File: config.mk
export PLATFORM = sky130hd
export DESIGN_NAME = fir_interp_polyphase
export DESIGN_NICKNAME = d
export VERILOG_FILES = /design/src/rtl/fir_pkg.sv /design/src/rtl/fir_adder_tree.sv /design/src/rtl/fir_interp_polyphase.sv
export SDC_FILE = /design/constraint.sdc
export NUM_CORES = 1
export LEC_CHECK = 0
export CAP_MARGIN = 30
export CORE_MARGIN = 8
export CORE_UTILIZATION = 40
export DETAILED_ROUTE_END_ITERATION = 10
export PLACE_DENSITY_LB_ADDON = 0.2
export SETUP_SLACK_MARGIN = 0.4
export SLEW_MARGIN = 30
export SYNTH_ARGS = -nofsm -noshare
export SYNTH_HDL_FRONTEND = slang
export SYNTH_HIERARCHICAL = 1
export SYNTH_SLANG_ARGS = --single-unit
File: constraint.sdc
create_clock -name clk -period 13.2 [get_ports clk]
set_input_delay 1.32 -clock clk [delete_from_list [all_inputs] [get_ports clk]]
set_output_delay 1.32 -clock clk [all_outputs]
set_load 0.1 [all_outputs]
File: src/rtl/fir_pkg.sv
// Shared types and width helpers for the FIR filter family.
package fir_pkg;

  typedef enum logic [0:0] {
    IDLE = 1'b0,
    RUN  = 1'b1
  } state_t;

  function automatic int tree_levels(input int n);
    return (n <= 1) ? 0 : $clog2(n);
  endfunction

  function automatic int tree_width(input int in_width, input int n);
    return in_width + tree_levels(n);
  endfunction

  function automatic int sel_width(input int n);
    return (n <= 1) ? 1 : $clog2(n);
  endfunction

  localparam int LINK_MIN_WIDTH = 16 + 8;
  localparam int LINK_MAX_WIDTH = tree_width(LINK_MIN_WIDTH, 32 / 4);

endpackage

File: src/rtl/fir_adder_tree.sv
// Combinational binary adder tree over 2^LEVELS signed inputs with a valid sideband.
module fir_adder_tree
  import fir_pkg::*;
#(
  parameter int IN_WIDTH = LINK_MIN_WIDTH,
  parameter int LEVELS   = tree_levels(32 / 4)
) (
  input  logic signed [IN_WIDTH-1:0]        data [2**LEVELS],
  input  logic                              valid_in,
  output logic signed [IN_WIDTH+LEVELS-1:0] sum,
  output logic                              valid_out
);

  localparam int N  = 1 << LEVELS;
  localparam int OW = IN_WIDTH + LEVELS;

  logic signed [OW-1:0] acc [N];

  // Every level is carried at the final width; a level of 2^l inputs cannot
  // exceed IN_WIDTH+l bits, so this matches a tree growing one bit per level.
  always_comb begin
    for (int i = 0; i < N; i++) begin
      acc[i] = OW'(data[i]);
    end
    for (int l = 0; l < LEVELS; l++) begin
      for (int i = 0; i < (N >> (l + 1)); i++) begin
        acc[i] = acc[2*i] + acc[2*i+1];
      end
    end
    sum = acc[0];
  end

  assign valid_out = valid_in;

endmodule

File: src/rtl/fir_interp_polyphase.sv
// Time-multiplexed polyphase interpolator: one multiplier bank shared across INTERP phases.
// state | meaning:  IDLE | waiting for a sample;  RUN | issuing phase k each cycle
module fir_interp_polyphase
  import fir_pkg::*;
#(
  parameter int INPUT_WIDTH = 16,
  parameter int COEFF_WIDTH = 8,
  parameter int INTERP      = 4,
  parameter int NUM_TAPS    = 32,
  parameter logic signed [COEFF_WIDTH-1:0] COEFFS [NUM_TAPS] = '{default: COEFF_WIDTH'(1)},
  parameter int OUTPUT_WIDTH_FULL = INPUT_WIDTH + COEFF_WIDTH + $clog2(NUM_TAPS / INTERP),
  parameter int OUTPUT_WIDTH      = OUTPUT_WIDTH_FULL
) (
  input  logic                           clk,
  input  logic                           rst,
  input  logic signed [INPUT_WIDTH-1:0]  din,
  input  logic                           valid_in,
  output logic                           ready_in,
  output logic signed [OUTPUT_WIDTH-1:0] dout,
  output logic                           valid_out,
  output logic [sel_width(INTERP)-1:0]   phase_out
);

  localparam int P      = NUM_TAPS / INTERP;
  localparam int LEVELS = tree_levels(P);
  localparam int NPAD   = 1 << LEVELS;
  localparam int PROD_W = INPUT_WIDTH + COEFF_WIDTH;
  localparam int SUM_W  = tree_width(PROD_W, P);
  localparam int PHW    = sel_width(INTERP);

  if (INTERP < 2) begin : g_bad_interp
    $error("fir_interp_polyphase: INTERP must be at least 2");
  end
  if ((NUM_TAPS % INTERP) != 0) begin : g_bad_taps
    $error("fir_interp_polyphase: NUM_TAPS must be a multiple of INTERP");
  end
  if (OUTPUT_WIDTH_FULL != SUM_W) begin : g_bad_full
    $error("fir_interp_polyphase: OUTPUT_WIDTH_FULL inconsistent with sum width");
  end

  state_t                         state;
  logic [PHW-1:0]                 phase;
  logic                           last_phase;
  logic                           accept;
  logic                           issue;
  logic signed [INPUT_WIDTH-1:0]  taps [P];
  logic signed [COEFF_WIDTH-1:0]  coef_tab [INTERP][P];
  logic signed [PROD_W-1:0]       prod_d [NPAD];
  logic signed [PROD_W-1:0]       prod_q [NPAD];
  logic                           prod_valid_q;
  logic [PHW-1:0]                 prod_phase_q;
  logic signed [SUM_W-1:0]        sum;
  logic                           sum_valid;
  logic signed [OUTPUT_WIDTH-1:0] dout_d;

  assign last_phase = (phase == PHW'(INTERP - 1));
  assign ready_in   = !rst && ((state == IDLE) || last_phase);
  assign accept     = valid_in && ready_in;
  assign issue      = (state == RUN);

  always_ff @(posedge clk) begin
    if (rst) begin
      state <= IDLE;
      phase <= '0;
    end else if (accept) begin
      state <= RUN;
      phase <= '0;
    end else if (state == RUN) begin
      if (last_phase) state <= IDLE;
      else            phase <= phase + PHW'(1);
    end
  end

  always_ff @(posedge clk) begin
    if (rst) begin
      for (int i = 0; i < P; i++) taps[i] <= '0;
    end else if (accept) begin
      taps[0] <= din;
      for (int i = 1; i < P; i++) taps[i] <= taps[i-1];
    end
  end

  for (genvar k = 0; k < INTERP; k++) begin : g_phase
    for (genvar m = 0; m < P; m++) begin : g_tap
      assign coef_tab[k][m] = COEFFS[m*INTERP+k];
    end
  end

  // Unused tree leaves stay zero when P is not a power of two.
  always_comb begin
    for (int m = 0; m < NPAD; m++) prod_d[m] = '0;
    for (int m = 0; m < P; m++) begin
      prod_d[m] = PROD_W'(taps[m]) * PROD_W'(coef_tab[phase][m]);
    end
  end

  always_ff @(posedge clk) begin
    if (rst) begin
      prod_valid_q <= 1'b0;
      prod_phase_q <= '0;
      for (int m = 0; m < NPAD; m++) prod_q[m] <= '0;
    end else begin
      prod_valid_q <= issue;
      prod_phase_q <= phase;
      if (issue) prod_q <= prod_d;
    end
  end

  fir_adder_tree #(
    .IN_WIDTH (PROD_W),
    .LEVELS   (LEVELS)
  ) u_tree (
    .data      (prod_q),
    .valid_in  (prod_valid_q),
    .sum       (sum),
    .valid_out (sum_valid)
  );

  if (OUTPUT_WIDTH <= SUM_W) begin : g_trunc
    assign dout_d = sum[SUM_W-1 -: OUTPUT_WIDTH];
    if (OUTPUT_WIDTH < SUM_W) begin : g_lsbs
      logic unused_lsbs;
      assign unused_lsbs = ^sum[SUM_W-OUTPUT_WIDTH-1:0];
    end
  end else begin : g_extend
    assign dout_d = OUTPUT_WIDTH'(sum);
  end

  always_ff @(posedge clk) begin
    if (rst) begin
      dout      <= '0;
      valid_out <= 1'b0;
      phase_out <= '0;
    end else begin
      valid_out <= sum_valid;
      phase_out <= prod_phase_q;
      if (sum_valid) dout <= dout_d;
    end
  end

endmodule

==> results_dict.tcl, run 1 <==
set metrics [dict create \
    status "finished clean" \
    reg2reg_from "prod_q[22]" \
    ios 50 \
    first_iter_violations 432 \
    grt_overflow_total 0 \
    placed_cells 1986 \
    yosysTopAreaCell "edfxtp_1" \
    start_util_pct 40.35 \
    synth_area_sq_mm 0.01600 \
    cts_tree "built" \
    fill_cells 3737 \
    num_vias 9187 \
    dp_hpwl_mm 19.35 \
    synth.most_common_cell "inv_1" \
    die_area_sq_mm 0.04664 \
    clk_pin_slew_ps 60 \
    first_pass_iters 4 \
    area_delta_synth_final_pct 12.83 \
    start_kind "register" \
    syn_avg_cell_area_sq_um 10.93 \
    portBuffers 49 \
    ys_seq_area_share_pct 44.56 \
    min_from "prod_phase_q[0]" \
    antenna_found_initial 0 \
    grt_first_pass_wirelength_mm 48.45 \
    cts_resized 0 \
    drc_errors 0 \
    setup_violations 0 \
    vias_per_cell 4.484 \
    crit_required_ps 13560 \
    drive_gt1_share_pct 4.724 \
    chipHeight_um 216.0 \
    layout.cells.non_filler 2049 \
    coreArea_sq_mm 0.03964 \
    wirelength_mm 28.82 \
    synth_common_cells "inv_1 (349), nor2_1 (169), dfxtp_1 (164), mux2i_1 (155), fa_1 (147)" \
    synth_area_leaders "edfxtp_1 (24%), dfxtp_1 (21%), fa_1 (18%)" \
    synth_cell_type_count 48 \
    synth_edf_count 128 \
    hp-class "register to register" \
    arrival_ps 5600 \
    drv_slew 0 \
    post-route-min-period_ps 5234 \
    antenna_left 0 \
    crit_type "register to register" \
    synth_fp_nets 1657 \
    diodes 0 \
    clock-sinks 292 \
    hold_ws_ps 437.9 \
    power_density_mw_per_mm2 143.7 \
    globalplace.congestion 0.7651 \
    cts_max_path_buffers 3 \
    ys.flop_type "dfxtp_1" \
    cts_hold_buf 0 \
    clockRootBuffer "clkbuf_16" \
    final_nets 1693 \
    finClkSkew_ps 15.77 \
    vdd_ir_drop_max_v 0.0001127 \
    cap_viol_max_count 0 \
    endpoint_kind "register" \
    synth_top_cell_area_share_pct 24.03 \
    async_reset_ff_share_pct 0 \
    p_leak_uw 0.007698 \
    cts_inserted_buffers 34 \
    crit_path_start "prod_q[22]" \
    cts_setup_buffers 0 \
    total_power_uw 2594 \
    fin_crit_sh_pct 39.65 \
    synth_seq_cells 292 \
    htreeDepth 2 \
    fmax_ghz 0.1911 \
    num_rows 73 \
    die_x_um 216.0 \
    grt_max_degree 128 \
    tns_ps 0 \
    clk_latency_ps 510 \
    grt_usage_pct 12.48 \
    worstPathMaxFanout 10 \
    yosys_warnings 6 \
    wl_per_cell_um 14.06 \
    grt_pass1_vias 9482 \
    rsz0062_at_grt "false" \
    max_slew_margin_pct 33.86 \
    hold_viol 0 \
    postSynthCellCount 1463 \
    worstMarginPinSlew_ps 989.0 \
]
-- placed cells by master (no fill, tap or decap), drive strengths merged, types with 41 or more instances in the layout --
cell type,count
clkdlybuf4s50,48
nor2,169
dfxtp,164
and2,97
mux2i,155
clkbuf,46
inv,350
nor2b,41
fa,147
edfxtp,128
-- power by group --
| group | leakage (uW) | switching, uW | internal [uW] | total (uW) |
|---|---|---|---|---|
| combinational | 0.00445 | 398 | 231 | 629 |
| sequential | 0.00272 | 42.2 | 1010 | 1050 |
| clock | 0.000533 | 367 | 547 | 915 |
-- stage by stage --
step	setup slack (ps)	utilization (%)	area [sq um]
after floorplan	8307	-	16000
after global placement	8089	42.65	16910
after detailed placement	7976	42.66	16910
after CTS	7963	45.39	17990
after global routing	7673	45.53	18050
final	7966	45.53	18050
-- flip-flops by register name (all words and copies together) (netlist names) --
register / count
prod_valid_q: 1
dout: 27
prod_phase_q: 2
prod_q: 128
phase_out: 2
phase: 2
issue: 1
taps: 128
valid_out: 1
-- worst max-delay path: stages (launching register included) --
cell       delay, ps
dfxtp_1          540
inv_1            120
fa_1             560
inv_1             60
fa_1             510
fa_1             560
inv_1             60
fa_1             530
inv_1             40
ha_1             350
a21oi_1          210
o21ai_1          120
a2111oi_2        410
nor4_2           120
a2111oi_4        470
o21bai_2          90
xor2_1           150
mux2i_1          130
nor2_1            50
-- layer usage --
layer | routed length [um] | global-route usage, %
met3 | 803 | 2.224
met2 | 13420 | 20.63
met1 | 13970 | 16.66
met5 | 0 | 0
met4 | 626 | 3.539
-- kinds of logic (layout without fill, tap and decap cells) --
logic type      after synthesis  count (layout)  synth area share (%)
compound gates               65              65                 2.965
xor+xnor                     25              25                 1.369
fa+ha+maj                   175             175                 20.59
buf+inv                     405             466                 9.989
flops                       292             292                 44.56
mux                         156             156                 9.770
simple gates                345             345                 10.76
-- cell type report --
type                            count  area, sq um  share of cell area [%]
Timing Repair Buffer               56        588.1                   3.258
Sequential cell                   292         7132                   39.52
Clock buffer                       46        957.2                   5.304
Inverter                          349         1310                   7.259
Clock inverter                     15        125.1                  0.6933
Tap cell                          525        656.9                   3.640
Multi-Input combinational cell    766         7278                   40.33
-- worst paths after layout --
path                                      to  slack [ps]  cells after the start
worst max-delay path                dout[24]        7970                     18
worst min-delay path            phase_out[0]         440                      1
worst max register to register      dout[24]        7970                     18
worst min register to register  phase_out[0]         440                      1
Note: power is estimated with default switching activity, not from simulation.
==> inputs of run 2 (changes only) <==
- clock period: 13.2 -> 4.68 ns (I/O delays scaled with it)
==> results_dict.tcl, run 2 (synthesis gave the netlist of run 1 again) <==
set metrics [dict create \
    critPathSlowestCell "fa_1" \
    rsz0062_at_grt "true" \
    multiInputGateArea_sq_mm 0.007830 \
    diodes 0 \
    cp-endpoint "dout[26]" \
    post-route-min-period_ps 4545 \
    final_cell_mix "inv_1 (307), nor2_1 (166), mux2i_1 (155)" \
    hp-class "input port to register" \
    reg2reg_from "prod_q[122]" \
    final_common_cell "inv_1" \
    dp_hpwl_mm 20.81 \
    crit_required_ps 5050 \
    die_x_um 216.0 \
    cpPeakStageDelay_ps 540 \
    die_area_sq_mm 0.04664 \
    dpl_cell_area_sq_mm 0.01728 \
    ios 50 \
    cts_hold_buf 0 \
    first_iter_violations 519 \
    portBuffers 49 \
    fmax_ghz 0.2200 \
    cts_max_path_buffers 3 \
    globalplace.congestion 0.7759 \
    ff2ff_setup_slack_ps 130 \
    drive_gt1_share_pct 16.53 \
    wl_per_cell_um 14.85 \
    crit_path_start "prod_q[122]" \
    drc_errors 0 \
    vias_per_cell 4.538 \
    antenna_found_initial 0 \
    post-route-util_pct 48.36 \
    coreArea_sq_mm 0.03964 \
    grt_max_degree 85 \
    antenna_left 0 \
    start_util_pct 40.35 \
    arrival_ps 4910 \
    fill_cells 3599 \
    status "finished clean" \
    cts_inserted_buffers 35 \
    setup_violations 0 \
    final_nets 1740 \
    top_regs "prod_q (128), taps (128), dout (27)" \
    clockRootBuffer "clkbuf_16" \
    stdcell_area_sq_mm 0.01917 \
    first_pass_iters 4 \
    cap_viol_max_count 0 \
    cp_common_cell "inv_2" \
    crit_type "register to register" \
    grt_usage_pct 13.70 \
    htreeDepth 2 \
    grt_overflow_total 0 \
    clk_pin_slew_ps 60 \
    rr_endpoint "dout[26]" \
    worstMarginPinSlew_ps 1009 \
    finClkSkew_ps 19.34 \
    fin_crit_sh_pct 97.12 \
    wirelength_mm 31.15 \
    cts_tree "built" \
    vdd_ir_drop_max_v 0.0002737 \
    area_delta_synth_final_pct 19.84 \
    critPathTopFamily "adder cells" \
    p_leak_uw 0.008029 \
    num_rows 73 \
    hold_path_depth 2 \
    max_slew_margin_pct 32.51 \
    path_depth 21 \
    num_vias 9521 \
    reg2regPathDepth 21 \
    clock-sinks 292 \
    cp.buffers_inverters 6 \
    drv_slew 0 \
    grt_pass1_vias 10220 \
    clk_latency_ps 530 \
    crit_chain "inv_2 > fa_1 > inv_2 > fa_1 > fa_1 > inv_2 > fa_1 > inv_2 > ha_4 > inv_2 > fa_2 > nand2b_4 > a21oi_4 > o21ai_4 > nor2_4 > a2111oi_4 > buf_6 > o21ai_2 > xnor2_1 > mux2i_1 > nor2_1" \
    hold_viol 0 \
    endpoint_kind "register" \
    regArea_sq_mm 0.007186 \
    grt_first_pass_wirelength_mm 52.98 \
    chipHeight_um 216.0 \
    worstPathMaxFanout 3 \
    power_density_mw_per_mm2 418.4 \
    start_kind "register" \
]
-- run 2: cell types whose count changed in the layout (fill, tap and decap cells not counted), moves of 5 or more --
cell	delta
a21oi_2	+6
buf_6	+8
inv_1	-42
ha_1	-20
inv_2	+42
buf_4	+37
dfxtp_2	+25
dfxtp_4	+6
dfxtp_1	-31
a21oi_1	-10
xnor2_1	-5
ha_4	+20
-- run 2: metal layers --
| metal | part of all wire, % | track usage, % |
|---|---|---|
| met1 | 47 | 18.19 |
| met2 | 47 | 22.66 |
| met3 | 2.8 | 2.266 |
| met4 | 2.8 | 4.396 |
| met5 | 0 | 0 |
-- run 2: final cells by class --
cell class                      count  share of cell area (%)
Timing Repair Buffer              102                   5.091
Multi-Input combinational cell    766                   40.85
Sequential cell                   292                   37.48
Tap cell                          525                   3.427
Clock inverter                     16                   1.070
Clock buffer                       48                   5.248
Inverter                          349                   6.834
-- run 2: power breakdown --
part | leakage, uW | switching (uW) | total (uW) | internal [uW]
clock network | 0.000587 | 1090 | 2820 | 1740
registers | 0.00273 | 113 | 2960 | 2840
logic | 0.00471 | 1310 | 2240 | 934
total | 0.00803 | 2510 | 8020 | 5510
-- run 2: stage by stage --
stage	setup slack (ps)	hold slack (ps)	power (uW)	cells	TNS [ps]
3_3_place_gp	-1.400	452.0	4989	1998	-1.400
3_5_place_dp	6.447	445.5	5012	1999	0
4_1_cts	41.20	278.2	8063	2082	0
2_1_floorplan	370.9	413.8	4528	1463	0
5_1_grt	-92.50	295.7	8497	2098	-492.5
6_report	135.0	294.2	8020	2098	0
-- run 2: worst register-to-register path, cell delays in order (launching register included) --
cell and delay (ps):
dfxtp_2 340, inv_2 40, fa_1 540, inv_2 40, fa_1 500, fa_1 520
inv_2 40, fa_1 510, inv_2 50, ha_4 170, inv_2 60, fa_2 220
nand2b_4 150, a21oi_4 70, o21ai_4 240, nor2_4 70, a2111oi_4 280, buf_6 180
o21ai_2 60, xnor2_1 120, mux2i_1 130, nor2_1 50
-- run 2: how the worst min path moves through the flow --
stage | startpoint | to | slack, ps
after global routing | rst | prod_q[176] | 300
after detailed placement | prod_phase_q[1] | phase_out[1] | 450
after floorplan | prod_phase_q[0] | phase_out[0] | 410
after global placement | prod_phase_q[1] | phase_out[1] | 450
after CTS | rst | prod_q[175] | 280
final | rst | prod_q[175] | 290
-- run 2: timing repair --
action,in CTS,in global routing
pin swaps,58,54
buffers inserted,19,15
endpoints found under the setup margin,17,17
resized for setup,65,55
